[src/rtl/pipe_ctrl_if.sv]
// Control bundle between the pipeline stages and the stall/flush controller.
// The master drives requests and the slave (pipe_ctrl) drives hold/redirect.
interface pipe_ctrl_if #(
  parameter int NSTAGE = 6,
  parameter int CNT_W  = 16
);
  logic [NSTAGE-1:0] stall_req;
  logic              excp_req;
  logic              eret_req;
  logic [31:0]       epc_i;
  logic              clr_cnt;
  logic [NSTAGE-1:0] stall;
  logic              flush;
  logic [31:0]       new_pc;
  logic [CNT_W-1:0]  stall_cycles;
  logic              stall_timeout;

  modport master (
    output stall_req, excp_req, eret_req, epc_i, clr_cnt,
    input  stall, flush, new_pc, stall_cycles, stall_timeout
  );

  modport slave (
    input  stall_req, excp_req, eret_req, epc_i, clr_cnt,
    output stall, flush, new_pc, stall_cycles, stall_timeout
  );
endinterface

[src/rtl/pipe_ctrl.sv]
// Pipeline stall/flush controller: upstream stall propagation, exception/eret
// redirect with a one-cycle flush, and stall statistics with a watchdog.
module pipe_ctrl #(
  parameter int          NSTAGE     = 6,
  parameter int          CNT_W      = 16,
  parameter int          WDOG       = 1024,
  parameter logic [31:0] HANDLER_PC = 32'h0000_0020
) (
  input  logic       clk,
  input  logic       rst,
  pipe_ctrl_if.slave bus
);
  typedef enum logic {IDLE = 1'b0, FLUSH = 1'b1} state_t;

  localparam logic [CNT_W-1:0] CNT_MAX = {CNT_W{1'b1}};
  localparam logic [CNT_W-1:0] WDOG_C  = CNT_W'(WDOG);

  state_t            state_q, state_d;
  logic              flush_q, flush_d;
  logic [31:0]       new_pc_q, new_pc_d;
  logic [CNT_W-1:0]  cycles_q, cycles_d;
  logic [CNT_W-1:0]  run_q, run_d, run_next;
  logic              timeout_q, timeout_d;
  logic              req_stall;
  logic [NSTAGE-1:0] stall_therm;

  // A stalled stage must also hold every stage upstream of it.
  generate
    for (genvar gi = 0; gi < NSTAGE; gi++) begin : g_therm
      assign stall_therm[gi] = |bus.stall_req[NSTAGE-1:gi];
    end
  endgenerate

  always_comb begin
    state_d   = state_q;
    flush_d   = 1'b0;
    new_pc_d  = new_pc_q;
    bus.stall = '0;
    req_stall = 1'b0;
    case (state_q)
      IDLE: begin
        if (bus.excp_req || bus.eret_req) begin
          bus.stall = '1;
          state_d   = FLUSH;
          flush_d   = 1'b1;
          new_pc_d  = bus.excp_req ? HANDLER_PC : bus.epc_i;
        end else begin
          bus.stall = stall_therm;
          req_stall = stall_therm[0];
        end
      end
      FLUSH: state_d = IDLE;
      default: state_d = IDLE;
    endcase
    if (rst) begin
      bus.stall = '0;
      req_stall = 1'b0;
    end
  end

  always_comb begin
    run_next = '0;
    if (req_stall) begin
      run_next = (run_q == CNT_MAX) ? run_q : run_q + CNT_W'(1);
    end
    cycles_d  = cycles_q;
    run_d     = run_next;
    timeout_d = timeout_q | (run_next >= WDOG_C);
    if (req_stall && cycles_q != CNT_MAX) begin
      cycles_d = cycles_q + CNT_W'(1);
    end
    // Clearing wins over any same-cycle count or flag set.
    if (bus.clr_cnt) begin
      cycles_d  = '0;
      run_d     = '0;
      timeout_d = 1'b0;
    end
  end

  always_ff @(posedge clk) begin
    if (rst) begin
      state_q   <= IDLE;
      flush_q   <= 1'b0;
      new_pc_q  <= '0;
      cycles_q  <= '0;
      run_q     <= '0;
      timeout_q <= 1'b0;
    end else begin
      state_q   <= state_d;
      flush_q   <= flush_d;
      new_pc_q  <= new_pc_d;
      cycles_q  <= cycles_d;
      run_q     <= run_d;
      timeout_q <= timeout_d;
    end
  end

  assign bus.flush         = flush_q;
  assign bus.new_pc        = new_pc_q;
  assign bus.stall_cycles  = cycles_q;
  assign bus.stall_timeout = timeout_q;
endmodule
[src/flat_wrapper.sv]
// flat-port wrapper written by rule: the top's interface ports become plain ports
module pipe_ctrl_flat 
#(
  parameter int          NSTAGE     = 6,
  parameter int          CNT_W      = 16,
  parameter int          WDOG       = 1024,
  parameter logic [31:0] HANDLER_PC = 32'h0000_0020
)
  (clk, rst, bus_stall_req, bus_excp_req, bus_eret_req, bus_epc_i, bus_clr_cnt, bus_stall, bus_flush, bus_new_pc, bus_stall_cycles, bus_stall_timeout);
  pipe_ctrl_if #(.NSTAGE(NSTAGE), .CNT_W(CNT_W)) bus_i ();
  input  logic clk;
  input  logic rst;
  input wire logic [$bits(bus_i.stall_req)-1:0] bus_stall_req;
  input wire logic [$bits(bus_i.excp_req)-1:0] bus_excp_req;
  input wire logic [$bits(bus_i.eret_req)-1:0] bus_eret_req;
  input wire logic [$bits(bus_i.epc_i)-1:0] bus_epc_i;
  input wire logic [$bits(bus_i.clr_cnt)-1:0] bus_clr_cnt;
  output wire logic [$bits(bus_i.stall)-1:0] bus_stall;
  output wire logic [$bits(bus_i.flush)-1:0] bus_flush;
  output wire logic [$bits(bus_i.new_pc)-1:0] bus_new_pc;
  output wire logic [$bits(bus_i.stall_cycles)-1:0] bus_stall_cycles;
  output wire logic [$bits(bus_i.stall_timeout)-1:0] bus_stall_timeout;
  assign bus_i.stall_req = bus_stall_req;
  assign bus_i.excp_req = bus_excp_req;
  assign bus_i.eret_req = bus_eret_req;
  assign bus_i.epc_i = bus_epc_i;
  assign bus_i.clr_cnt = bus_clr_cnt;
  assign bus_stall = bus_i.stall;
  assign bus_flush = bus_i.flush;
  assign bus_new_pc = bus_i.new_pc;
  assign bus_stall_cycles = bus_i.stall_cycles;
  assign bus_stall_timeout = bus_i.stall_timeout;
  pipe_ctrl #(.NSTAGE(NSTAGE), .CNT_W(CNT_W), .WDOG(WDOG), .HANDLER_PC(HANDLER_PC)) u_core (.clk(clk), .rst(rst), .bus(bus_i));
endmodule
[config.mk]
export PLATFORM = sky130hd
export DESIGN_NAME = pipe_ctrl_flat
export DESIGN_NICKNAME = d
export VERILOG_FILES = /design/src/rtl/pipe_ctrl_if.sv /design/src/rtl/pipe_ctrl.sv /design/src/flat_wrapper.sv
export SDC_FILE = /design/constraint.sdc
export NUM_CORES = 1
export LEC_CHECK = 0
export ABC_AREA = 1
export CAP_MARGIN = 20
export CELL_PAD_IN_SITES_DETAIL_PLACEMENT = 0
export CELL_PAD_IN_SITES_GLOBAL_PLACEMENT = 1
export CORE_AREA = 2 2 124 96
export CTS_CLUSTER_DIAMETER = 40
export DETAILED_ROUTE_END_ITERATION = 10
export DIE_AREA = 0 0 126 98
export PLACE_DENSITY = 0.85
export SKIP_LAST_GASP = 1
export SLEW_MARGIN = 20
export SYNTH_ARGS = -nofsm -noshare
export SYNTH_HDL_FRONTEND = slang
export SYNTH_SLANG_ARGS = --single-unit
[constraint.sdc]
create_clock -name clk -period 1.52 [get_ports clk]
set_input_delay 0.304 -clock clk [delete_from_list [all_inputs] [get_ports clk]]
set_output_delay 0.304 -clock clk [all_outputs]
set_load 0.005 [all_outputs]
# Yosys cells after proc, flatten, opt, wreduce, memory -nomap -nowiden
# Index checks and enable logic that the tools add are counted.
[op_classes]
n_addsub = 2
magnitude_cmp = 1
eq_ne = 2
n_mux = 11
bitwise = 2
n_reduce_logical = 10
[ops]
columns = ["op", "n"]
rows = [
  ["adder 16 x 1 -> 16 bit, second input constant", 2],
  ["2-to-1 mux 16 bit", 2],
  ["2-to-1 mux 32 bit", 1],
  ["2-to-1 mux 6 bit", 3],
  ["equality test 16 bit, second input constant", 1],
  ["greater-or-equal comparator 16 x 11 -> 1 bit, second input constant", 1],
  ["inequality test 16 bit, second input constant", 1],
  ["OR reduction 2 bit", 3],
  ["OR reduction 6 bit", 1],
  ["OR reduction 5 bit", 1],
  ["2-to-1 mux 1 bit", 4],
  ["OR reduction 4 bit", 1],
  ["OR reduction 3 bit", 1],
  ["case mux 1 bit (2 select lines)", 1],
  ["AND reduction 2 bit", 1],
  ["logical AND 1 bit", 1],
  ["logical OR 1 bit", 1],
  ["NOT 1 bit", 1],
  ["bitwise OR 1 bit", 1],
]
[totals]
regBits = 67
input_bits = 43
out_inout_bits = 56
word_cells = 34

# Longest topological paths before layout
# Gate-level depths: netlist of run 1.
[logic_depth]
depth_word = 7
depth_mapped = 11
mapped_depth_nobuf = 11

# Least setup slack after synthesis of run 1
# No wires, ideal clock.
[synth_timing]
kind = "register to register"
start = "register u_core.cycles_q[0] (netlist: u_core.bus.stall_cycles[0])"
end = "register u_core.cycles_q[2] (netlist: u_core.bus.stall_cycles[2])"
setup_time_ps = 115
t_arrival_ps = 1391
required_time_ps = 1405
setup_slack_ps = 14
path_stages_with_launch = 10
n_path_buf = 1
period_less_slack_ps = 1506
cell_sequence = "dfxtp_1 ha_1 nand3_2 nor2_4 nand3_2 nand2_4 inv_4 buf_6 a21oi_1 nor2_1"
[synth_between]
elab_chain_cells = 2
elab_cells_between_ends = 3
cone_classes = "add/sub: 1; eq/ne: 1; reduce/logical: 1"
[synth_lines]
columns = ["element", "line", "text"]
rows = [
  ["start: declaration", "pipe_ctrl.sv:21", "logic [CNT_W-1:0] cycles_q, cycles_d;"],
  ["start signal: assignment", "pipe_ctrl.sv:92", "cycles_q <= cycles_d;"],
  ["branches (longest 2 deep; another with adder 16 x 1 -> 16 bit)", "n/a", ""],
]
# Several ways; the timed one is not identified.
# A chain may end at the register's enable or synchronous reset.

==> results.toml, run 1 <==
[clocking]
cts_buffers = 9
cts_tree = "yes"
cts_max_level = 3
clkTransAtPathRegs_ns = 0.05
cts_root_buf = "clkbuf_16"
cts_sinks = 66
insertion_delay_ns = 0.33
clk_path_buf_depth = 2

[timing]
setup_violations = 3
setup_slack_ns = -0.03516
slew_violations = 0
hold_viol = 0
rsz0062_at_grt = "yes"
worst_clock_skew_ns = 0.005887
slew_headroom_pct = 81.03
worst_slew_pin_slew_ns = 0.2815
min_period_ns = 1.555
timing.final.crit_share_pct = 102.3
fmax_ghz = 0.6430

[die]
fp.dieH_um = 98
die_w_um = 126
start_util_pct = 28.03
placementRows = 34
core_area_mm2 = 0.01123
fp.dieArea_mm2 = 0.01235
top_level_ports = 99

[yosys]
synth_seq_cells = 66
synth-async-reset-ratio_pct = 0
syn_nets = 481
synth.distinct_cells = 38
synth_top_area_share_pct = 41.97
synthCells = 436
ys.flop_type = "dfxtp_1"
synth-seq-area-share_pct = 41.97
ys_warn_count = 0
avgSynthCellArea_um2 = 7.220
yosysTopAreaCell = "dfxtp_1"
synth_top_cells_by_count = "nand2_1 (89), nand3_1 (80), dfxtp_1 (66)"
synthMostInstantiatedCell = "nand2_1"
synth_area_leaders = "dfxtp_1 (42%), nand3_1 (13%), nand2_1 (11%)"
syn_area_mm2 = 0.003148
synth_edf_count = 0

[min_path]
hold_path.class = "reg -> reg"

[layout]
fillers = 1089
nets = 622
final_cell_area_mm2 = 0.005249
antenna_cells = 0
syn_to_final_growth_pct = 66.73
finalNonFillerCells = 726
utilization_pct = 46.74
layout-drive-gt1-share_pct = 26.63

[power_and_ir_drop]
switching_share_pct = 21.94
p_int_uw = 3663
pwr_density_cell_mw_per_mm2 = 894.0
power_frac_comb_pct = 11.2
p_switching_uw = 1030
finalPower_uw = 4692
seqPwrFrac_pct = 38.0
ir_drop_mv = 0.5880
p_clk_share_pct = 50.7
p_leak_uw = 0.002544

[global_route]
antenna_found_initial = 0
grt_usage_pct = 15.11
grt_pass1_vias = 3167
grt_pass1_wl_um = 15210
grt_overflow = 0
grt_max_degree = 33

[placement]
placed_cell_area_mm2 = 0.004519
routabilityCongestion = 0.8255
port-buffer-count = 98
dp.cells = 695
dpl.hpwl_um = 6643

[route]
vias_per_cell = 4.643
ant_nets = 0
vias = 3371
drt_iter0_drc = 237
wl_um = 9455
drt-wirelength-per-cell_um = 13.02
drc = 0
first_pass_iters = 4

[run_status]
status = "finished with violations"
violations = "setup timing"

[worst_setup_path]
critPathCapture = "bus_stall[0]"
reg2reg_to = "u_core.run_q[5]"
critPathArrivalTime_ns = 1.25
crit_start = "u_core.bus.flush"
rr_startpoint = "u_core.run_q[0]"
path_max_fanout = 3
worstRegToRegCells = 10
required_ns = 1.22
startpoint_type = "flop"
crit_type = "reg -> out"
end_kind = "primary output"
r2r_setup_slack_ns = 0.06

[run]
drv_cap = 0
## registers in the layout, summed over array words and instances, names as in the netlist
register,count
u_core.run_q,16
u_core.bus.new_pc,32
u_core.bus.flush,1
u_core.bus.stall_timeout,1
u_core.bus.stall_cycles,16
## cell usage in the layout, fill, tap and decap left out, drive strengths merged
cell type and instances:
nand2 93, nand3 86, dfxtp 66, nor2 65, clkdlybuf4s50 61, buf 53, inv 38, dlymetal6s2s 20
a21oi 19, o21ai 19, dlygate4sd2 11, clkbuf 10, nor3 10, xnor2 5, xor2 5, nand4 5
bufinv 3, clkinv 3, or2 3, clkinvlp 2, ha 2, a21o 1, and2 1, a21boi 1
## worst min-delay path by stage
| stage | startpoint | to | cells past startpoint |
|---|---|---|---|
| 2_1_floorplan | rst | u_core.bus.new_pc[5] | 1 |
| 3_3_place_gp | u_core.bus.new_pc[23] | u_core.bus.new_pc[23] | 2 |
| 3_5_place_dp | u_core.bus.new_pc[5] | u_core.bus.new_pc[5] | 2 |
| 4_1_cts | u_core.bus.new_pc[5] | u_core.bus.new_pc[5] | 2 |
| 5_1_grt | u_core.bus.new_pc[5] | u_core.bus.new_pc[5] | 2 |
| 6_report | u_core.bus.new_pc[16] | u_core.bus.new_pc[16] | 2 |
## metal layers
metal  vias up  part of all wire [%]  global-route usage [%]
met1      1544                    45                   20.39
met5         -                     0                       0
li1       1709                     -                       -
met4         0                  0.92                   4.057
met3         8                   7.0                   4.658
met2       110                    47                   23.53
## cell families (layout without fill, tap and decap cells)
group / count (synthesis) / after routing / share of synthesized area, %
buffers and inverters: 55 / 201 / 7.432
AO/OA/AOI/OAI: 40 / 40 / 6.876
AND/OR/NAND/NOR: 263 / 263 / 40.14
flip-flops: 66 / 66 / 41.97
XOR/XNOR: 10 / 10 / 2.782
adder cells (fa/ha/maj): 2 / 2 / 0.7948
## power by group through the flow
stage	clock network [µW]	logic [µW]	registers, µW
floorplan	0	153	1840
CTS	2430	518	1790
global route	2500	568	1790
finish	2380	527	1780
global placement	0	501	1840
detailed placement	0	507	1840
## worst max-delay path, stage by stage (launching register included)
cell,delay (ns)
dfxtp_2,0.33
nor2_4,0.12
inv_2,0.06
buf_6,0.13
o21ai_4,0.15
buf_2,0.13
## through the flow
stage	setup slack (ns)	TNS [ns]	hold slack (ns)
after global placement	-0.6627	-21.14	0.4517
after detailed placement	-0.7002	-22.80	0.4550
after CTS	-0.07063	-0.2044	0.4623
after global routing	-0.08001	-0.4186	0.4787
final	-0.03516	-0.07202	0.4602
after floorplan	0.01394	0	0.3731
## what timing repair did
action,CTS,global route
gates resized for setup,83,63
setup endpoints to repair,49,60
pin swaps,11,15
buffers inserted,8,7
hold buffers,0,0
## final cells by class
class	count	area [µm²]	share of cell area [%]
Clock inverter	6	115.1	2.193
Multi-Input combinational cell	315	1739	33.13
Timing Repair Buffer	145	1439	27.41
Inverter	40	165.2	3.147
Sequential cell	66	1381	26.32
Clock buffer	10	229.0	4.362
Tap cell	144	180.2	3.433
Power figures use the tool's default switching activity.
==> run 2: changes to the inputs <==
--- a/config.mk
+++ b/config.mk
@@ -11,8 +11,11 @@
 export CELL_PAD_IN_SITES_GLOBAL_PLACEMENT = 1
 export CORE_AREA = 2 2 124 96
 export CTS_CLUSTER_DIAMETER = 40
+export CTS_CLUSTER_SIZE = 16
 export DETAILED_ROUTE_END_ITERATION = 10
 export DIE_AREA = 0 0 126 98
+export HOLD_SLACK_MARGIN = 0.12
+export MAX_ROUTING_LAYER = met4
 export PLACE_DENSITY = 0.85
 export SKIP_LAST_GASP = 1
 export SLEW_MARGIN = 20
==> run 2 against run 1 <==
Against the previous run: sequential cell count unchanged; combinational power about the same; register-to-register slack about the same; the flow still finishes with violations (setup timing); largest cell class unchanged; critical path type unchanged.
==> results.toml, run 2 (synthesized netlist as in run 1, its figures left out) <==
[timing]
fmax_ghz = 0.6423
setup_slack_ns = -0.03682
fin_hold_ws_ns = 0.4611
slew_headroom_pct = 81.01
worst_slew_pin_slew_ns = 0.2819
worst_clock_skew_ns = 0.004721
timing.final.crit_share_pct = 102.4
min_period_ns = 1.557
hold_viol = 0
slew_violations = 0
setup_violations = 3
rsz0062_at_grt = "yes"

[layout]
utilization_pct = 46.71
layout_common_cells = "nand2_1 (81), nand3_1 (79), clkdlybuf4s50_1 (62)"
layout-drive-gt1-share_pct = 26.63
syn_to_final_growth_pct = 66.65
antenna_cells = 0
largest_reg_flops = 32
nets = 622
final_common_cell = "nand2_1"

[power_and_ir_drop]
seqPwrFrac_pct = 38.0
pwr_density_cell_mw_per_mm2 = 895.8
power_frac_comb_pct = 11.3
p_clk_share_pct = 50.8
p_int_uw = 3663
p_switching_uw = 1037
p_leak_uw = 0.002527
ir_drop_mv = 0.5889
switching_share_pct = 22.06

[worst_setup_path]
worst_path_largest_cell_delay_ns = 0.33
path_max_fanout = 3
end_kind = "primary output"
crit_slowest_cell = "dfxtp_2"
crit_type = "reg -> out"
startpoint_type = "flop"
worstRegToRegCells = 10
crit_family = "flip-flops"
critPathArrivalTime_ns = 1.25
required_ns = 1.22
crit_buf_inv = 3
worst-path-stages = 5
crit_chain = "nor2_4 > inv_2 > buf_6 > o21ai_4 > buf_2"

[clocking]
cts_max_level = 3
cts_buffers = 9
insertion_delay_ns = 0.33
clkTransAtPathRegs_ns = 0.05
clk_path_buf_depth = 2
cts_tree = "yes"
cts_root_buf = "clkbuf_16"
cts_sinks = 66

[placement]
routabilityCongestion = 0.8380
port-buffer-count = 98
dpl.hpwl_um = 6643

[min_path]
min_path_cells = 2
hold_path.class = "reg -> reg"

[route]
first_pass_iters = 4
drc = 0
vias_per_cell = 4.691
drt-wirelength-per-cell_um = 13.12
vias = 3406
ant_nets = 0
drt_iter0_drc = 246
wl_um = 9522

[global_route]
antenna_found_initial = 0
grt_pass1_wl_um = 15190
grt_usage_pct = 15.56
grt_pass1_vias = 3167
grt_max_degree = 33
grt_overflow = 0

[die]
placementRows = 34
fp.dieArea_mm2 = 0.01235
start_util_pct = 28.03
top_level_ports = 99
core_area_mm2 = 0.01123
fp.dieH_um = 98
die_w_um = 126

[run_status]
status = "finished with violations"
violations = "setup timing"

[run]
drv_cap = 0
-- run 2: cell types whose count changed in the layout (fill, tap and decap cells not counted) --
cell	before	now
clkdlybuf4s50_1	61	62
dlymetal6s2s_1	20	19
-- run 2: worst paths after layout --
kind	slack [ns]	end	start
worst max-delay path	-0.04	bus_stall[0]	u_core.bus.flush
worst min-delay path	0.46	u_core.bus.new_pc[5]	u_core.bus.new_pc[5]
worst max register to register	0.05	u_core.run_q[5]	u_core.run_q[0]
worst min register to register	0.46	u_core.bus.new_pc[5]	u_core.bus.new_pc[5]
-- run 2: per-stage QoR --
| step | setup slack, ns | TNS [ns] | cells | instance area [µm²] | total power (µW) |
|---|---|---|---|---|---|
| final | -0.03682 | -0.07719 | 726 | 5246 | 4700 |
| after detailed placement | -0.7002 | -22.80 | 695 | 4519 | 2347 |
| after global routing | -0.07874 | -0.4112 | 726 | 5246 | 4851 |
| after global placement | -0.6627 | -21.14 | 695 | 4519 | 2341 |
| after floorplan | 0.01394 | 0 | 436 | 3148 | 1997 |
| after CTS | -0.07063 | -0.2044 | 719 | 4992 | 4732 |
-- run 2: final cells by class --
cell class / count / area [µm²]
multi-input cells: 315 / 1739
well taps: 144 / 180.2
repair buffers: 145 / 1436
clock inverters: 6 / 115.1
clock buffers: 10 / 229.0
flip-flops and latches: 66 / 1381
inverters: 40 / 165.2
fillers: 1088 / 5984
-- run 2: power by group through the flow --
stage          Clock [µW]  Combinational (µW)  Sequential, µW
6_report             2390                 529            1780
5_1_grt              2490                 568            1790
4_1_cts              2430                 518            1790
3_5_place_dp            0                 507            1840
3_3_place_gp            0                 501            1840
2_1_floorplan           0                 153            1840
-- run 2: repair_timing --
action | in CTS | in global routing
setup endpoints to repair | 49 | 59
hold buffers | 0 | 0
pin swaps | 11 | 15
gates cloned | 0 | 0
setup buffers | 8 | 7
resized for setup | 83 | 62
-- run 2: worst register-to-register path: stages, from the launching register on --
cell and delay, ns:
dfxtp_2 0.35, ha_4 0.13, inv_1 0.06, nor2_4 0.12
nand2_4 0.08, nor2_4 0.13, nand2_4 0.10, nand2_4 0.09
nor2_1 0.05, xnor2_1 0.17, nor2_1 0.07
-- run 2: routing by layer --
layer | vias to the layer above | GRT usage [%] | share of wire [%]
li1 | 1711 | - | -
met1 | 1568 | 20.53 | 46
met2 | 115 | 23.53 | 46
met3 | 12 | 4.384 | 6.8
met4 | 0 | 4.057 | 1.0
met5 | - | - | 0
